--- src/rtl/carregador_programa.sv ---
// rtl/carregador_programa.sv - program loader streaming bytes into the instruction memory write port
// Optional XOR checksum trailer: define CARREGADOR_CHECKSUM_EN.
module carregador_programa #(
    parameter int ADDR_W    = 8,
    parameter int DATA_W    = 8,
    parameter int MEM_DEPTH = 256
) (
    input  logic              clk,
    input  logic              rst_n,
    input  logic              start,
    input  logic [DATA_W-1:0] in_data,
    input  logic              in_valid,
    output logic              in_ready,
    output logic              wr_en,
    output logic [ADDR_W-1:0] wr_addr,
    output logic [DATA_W-1:0] wr_data,
    output logic              cpu_hold,
    output logic              done,
    output logic              error,
    output logic [ADDR_W:0]   count
);

    typedef enum logic [2:0] {
        S_IDLE,
        S_LEN,
        S_DATA,
        S_CSUM,
        S_DONE,
        S_ERR
    } state_t;

    localparam logic [ADDR_W:0] COUNT_ONE = {{ADDR_W{1'b0}}, 1'b1};

    state_t            state;
    state_t            next_state;
    logic [DATA_W-1:0] len;
    logic              xfer;
    logic [ADDR_W:0]   count_inc;
    logic              last_byte;

`ifdef CARREGADOR_CHECKSUM_EN
    logic [DATA_W-1:0] checksum;
`endif

    assign xfer      = in_valid && in_ready;
    assign count_inc = count + COUNT_ONE;
    assign last_byte = (32'(count_inc) == 32'(len));

    always_comb begin
        next_state = state;
        case (state)
            S_IDLE: if (start) next_state = S_LEN;
            S_LEN: begin
                if (xfer) begin
                    if (32'(in_data) > MEM_DEPTH)
                        next_state = S_ERR;
                    else if (in_data == '0)
`ifdef CARREGADOR_CHECKSUM_EN
                        next_state = S_CSUM;
`else
                        next_state = S_DONE;
`endif
                    else
                        next_state = S_DATA;
                end
            end
            S_DATA: begin
                if (xfer && last_byte)
`ifdef CARREGADOR_CHECKSUM_EN
                    next_state = S_CSUM;
`else
                    next_state = S_DONE;
`endif
            end
`ifdef CARREGADOR_CHECKSUM_EN
            S_CSUM: begin
                if (xfer)
                    next_state = ((checksum ^ in_data) == '0) ? S_DONE : S_ERR;
            end
`endif
            S_DONE:  next_state = S_IDLE;
            S_ERR:   next_state = S_IDLE;
            default: next_state = S_IDLE;
        endcase
    end

    // in_ready is derived from the upcoming state so it never depends on in_valid
    always_ff @(posedge clk or negedge rst_n) begin
        if (!rst_n) begin
            state    <= S_IDLE;
            in_ready <= 1'b0;
            wr_en    <= 1'b0;
            wr_addr  <= '0;
            wr_data  <= '0;
            cpu_hold <= 1'b0;
            done     <= 1'b0;
            error    <= 1'b0;
            count    <= '0;
            len      <= '0;
`ifdef CARREGADOR_CHECKSUM_EN
            checksum <= '0;
`endif
        end else begin
            state    <= next_state;
            in_ready <= (next_state == S_LEN) || (next_state == S_DATA) ||
                        (next_state == S_CSUM);
            wr_en    <= (state == S_DATA) && xfer;

            if (state == S_IDLE && start) begin
                done     <= 1'b0;
                error    <= 1'b0;
                count    <= '0;
                cpu_hold <= 1'b1;
`ifdef CARREGADOR_CHECKSUM_EN
                checksum <= '0;
`endif
            end

            if (state == S_LEN && xfer)
                len <= in_data;

            if (state == S_DATA && xfer) begin
                wr_addr <= count[ADDR_W-1:0];
                wr_data <= in_data;
                count   <= count_inc;
`ifdef CARREGADOR_CHECKSUM_EN
                checksum <= checksum ^ in_data;
`endif
            end

            if (next_state == S_DONE) begin
                done     <= 1'b1;
                cpu_hold <= 1'b0;
            end
            if (next_state == S_ERR) begin
                error    <= 1'b1;
                cpu_hold <= 1'b0;
            end
        end
    end

endmodule

--- config.mk ---
export PLATFORM = sky130hd
export DESIGN_NAME = carregador_programa
export DESIGN_NICKNAME = d
export VERILOG_FILES = /design/src/rtl/carregador_programa.sv
export SDC_FILE = /design/constraint.sdc
export NUM_CORES = 1
export LEC_CHECK = 0
export ABC_AREA = 1
export CAP_MARGIN = 20
export CORE_MARGIN = 2
export CORE_UTILIZATION = 53
export DETAILED_ROUTE_END_ITERATION = 16
export HOLD_SLACK_MARGIN = 0.02
export PLACE_DENSITY = 0.89
export RECOVER_POWER = 50
export SLEW_MARGIN = 30
export SYNTH_ARGS = -nofsm -noshare
export SYNTH_HDL_FRONTEND = slang
export SYNTH_SLANG_ARGS = --single-unit
--- constraint.sdc ---
create_clock -name clk -period 4.66 [get_ports clk]
set_clock_uncertainty 0.1 [all_clocks]
set_input_delay 0.932 -clock clk [delete_from_list [all_inputs] [get_ports clk]]
set_output_delay 0.932 -clock clk [all_outputs]
set_load 0.005 [all_outputs]
==> impl_metrics.csv <==
group,metric,value,unit
clock_network,clock_path_buffers,2,
clock_network,insertion_delay,0.35,ns
critical_path,critPathMaxStageDelay,0.81,ns
routing,vias,1617,
yosys,syn_inst,226,
floorplan,die_area,0.00404,mm^2
grt,grt_usage,21.0,%
pwr,clockPowerShare,19.9,%
outcome,status,"finished with violations",
floorplan,pin_count,42,
timing,tightest_slew,2.14,ns
critical_path,crit_required,4.75,ns
clock_network,clock_tree.root_cell,"clkbuf_4",
floorplan,rows,21,
layout,diodes,0,
layout,nets,282,
pwr,powerDensity,505,mW/mm^2
floorplan,coreArea,0.00336,mm^2
critical_path,crit_slowest_cell,"clkinv_1",
timing,slew_headroom,-42.5,%
critical_path,cpMostUsedCell,"nand2_1",
floorplan,dieHeight,63.5,um
yosys,syn_area_per_cell,8.31,um^2
yosys,ys_async_sr_fraction,100,%
yosys,yosysTopAreaCellShare,54.6,%
critical_path,crit_family,"buffers and inverters",
outcome,violations,"max-capacitance violations, max-slew violations",
timing,grt_setup_unrepaired,"no",
clock_network,htree_num_levels,2,
pwr,power.internal,827,uW
clock_network,cts_resized,0,
critical_path,end_kind,"flip-flop",
pwr,pwr-share-seq,45.6,%
critical_path,path_cells,"dlygate4sd3_1 -> nand2_1 -> nor2_1 -> clkinv_1 -> nand2_1 -> o22ai_1",
grt,grt_pass1_wl,6.56,mm
yosys,synth_enable_flop_cells,0,
clock_network,cts_hold_buf,0,
critical_path,path_class,"in -> reg",
timing,fmax,301,MHz
layout,n_fill_cell,287,
pwr,p_leak,0.00112,uW
clock_network,cts_sinks,41,
critical_path,cp.arrival,3.41,ns
grt,grt_max_degree,42,
placed_design,routabilityCongestion,0.804,
layout,drive_above_1_share,5.93,%
yosys,synth_flop_cell,"dfrtp_1",
timing,timing.final.crit_share,71.2,%
routing,via_per_inst,5.12,
routing,wl,3.93,mm
grt,gr-total-overflow,0,
pwr,p_sw_share,31.6,%
clock_network,numCtsBuffers,5,
timing,finalSetupViolations,0,
critical_path,cp_num_buf_inv,2,
yosys,synth_area_leaders,"dfrtp_1, nand2_1, o21ai_0",
pwr,irDropWorstVdd,0.000320,V
clock_network,clkTransAtPathRegs,0.10,ns
timing,period_needed,3.32,ns
yosys,synth_cell_types,22,
layout,final_area,0.00239,mm^2
pwr,p_comb_share,34.5,%
grt,first_global_vias,1452,
layout,area_growth,27.4,%
routing,drtAntennaViolNets,0,
floorplan,die_w,63.5,um
critical_path,critPathLaunchType,"primary input",
placed_design,dp_hpwl,2.92,mm
timing,slew_viol_final,42,
grt,antenna_found_initial,0,
yosys,yosysMostFrequentCell,"nand2_1",
yosys,synth_nets,239,
routing,drc,0,
yosys,yosysWarnings,0,
timing,hold_viol,0,
flow_run,drv_cap,1,
placed_design,place.port_buffers,41,
min_path,hold_path.class,"reg -> reg",
routing,first_iter_violations,107,
floorplan,initial_core_util,55.8,%
layout,fin_util,71.1,%
clock_network,cts_tree,"built",
yosys,ys_ff_latch,41,
yosys,synth_seq_area_share,54.6,%
routing,wire_per_inst,12.4,um
pwr,switchingPower,381,uW
clock_network,post_cts_buffers,0,
routing,dr.pass1.iters,4,
yosys,syn_area,0.00188,mm^2
yosys,yosys-top-cells-count,"nand2_1, dfrtp_1, inv_1",
critical_path,crit_fanout,38,
yosys,yosysTopAreaCell,"dfrtp_1",
timing,setup_tns,0,ns
critical_path,rrSetupSlack,1.94,ns
placed_design,place_area,0.00232,mm^2
power groups by stage:
| stage | Sequential, uW | Clock, uW | Combinational, uW |
|---|---|---|---|
| floorplan | 550 | 0 | 206 |
| global placement | 554 | 0 | 412 |
| detailed placement | 558 | 0 | 426 |
| CTS | 552 | 243 | 428 |
| global route | 564 | 261 | 467 |
| finish | 551 | 241 | 417 |
final cells by class:
type | instances | area (um^2) | share of cell area (%)
Clock buffer | 7 | 55.1 | 2.30
Clock inverter | 1 | 30.0 | 1.26
Inverter | 34 | 128 | 5.33
Timing Repair Buffer | 41 | 404 | 16.9
Multi-Input combinational cell | 146 | 692 | 28.9
Sequential cell | 41 | 1030 | 42.9
Tap cell | 46 | 57.6 | 2.41
worst register-to-register path: stages, from the launching register on:
cell and delay (ns):
dfrtp_1 0.40, nor2_1 0.14, nand2_1 0.08, nor2_1 0.31
clkinv_1 0.81, nand2_1 0.59, o22ai_1 0.13
layer usage:
layer	routed length [um]	part of all wire (%)	vias to the layer above	track usage, %
met4	55	1.4	0	6.52
met5	0	0	-	0
met2	1840	47	45	34.7
li1	-	-	805	-
met1	1840	47	761	27.6
met3	194	4.9	6	4.82
state kept, by name (all words and copies together), names as in the netlist:
signal / cells
count: 9
len: 8
wr_addr: 8
wr_data: 8
state: 3
cpu_hold: 1
done: 1
error: 1
in_ready: 1
wr_en: 1
path summary, 6_finish.rpt:
kind / depth (start not counted) / end / start
max: 6 / count[8]$_DFFE_PN0P_ / in_valid
min: 2 / wr_addr[3]$_DFFE_PN0P_ / wr_addr[3]$_DFFE_PN0P_
max reg2reg: 6 / count[8]$_DFFE_PN0P_ / state[2]$_DFF_PN0_
min reg2reg: 2 / wr_addr[3]$_DFFE_PN0P_ / wr_addr[3]$_DFFE_PN0P_
max in group asynchronous: 1 / wr_addr[3]$_DFFE_PN0P_ / rst_n
min in group asynchronous: 1 / error$_DFFE_PN0P_ / rst_n
stage by stage:
stage | setup WS [ns] | instances | total power (uW) | hold WS, ns
floorplan | 2.75 | 226 | 755 | 0.366
global route | 1.12 | 316 | 1290 | 0.433
detailed placement | 1.49 | 308 | 983 | 0.374
global placement | 1.56 | 308 | 966 | 0.366
CTS | 1.85 | 316 | 1220 | 0.400
finish | 1.34 | 316 | 1210 | 0.391
cell families after synthesis:
group                    Yosys count  synth area share (%)
buffers and inverters             39                  7.99
XOR/XNOR                           2                 0.933
AO/OA/AOI/OAI                     36                  10.1
flip-flops                        41                  54.6
adder cells (fa/ha/maj)            1                 0.666
AND/OR/NAND/NOR                  107                  25.6
placed cells by master (no fill, tap or decap):
master	instances
dlygate4sd3_1	3
nand3_2	1
nor2_4	1
dfrtp_1	41
xnor2_1	1
clkbuf_4	5
inv_1	33
xor2_1	1
nand2_2	4
bufinv_16	1
or2_0	1
clkbuf_8	1
clkinv_1	1
o21a_1	1
o21ai_0	27
o22ai_1	6
nor2_1	12
nand3b_1	3
nand3_1	12
o21ai_1	2
nor2_2	3
ha_1	1
clkbuf_1	2
nor4_1	1
nand4_1	3
nand2_1	66
clkdlybuf4s50_1	37
(Power assumes the default switching activity.)
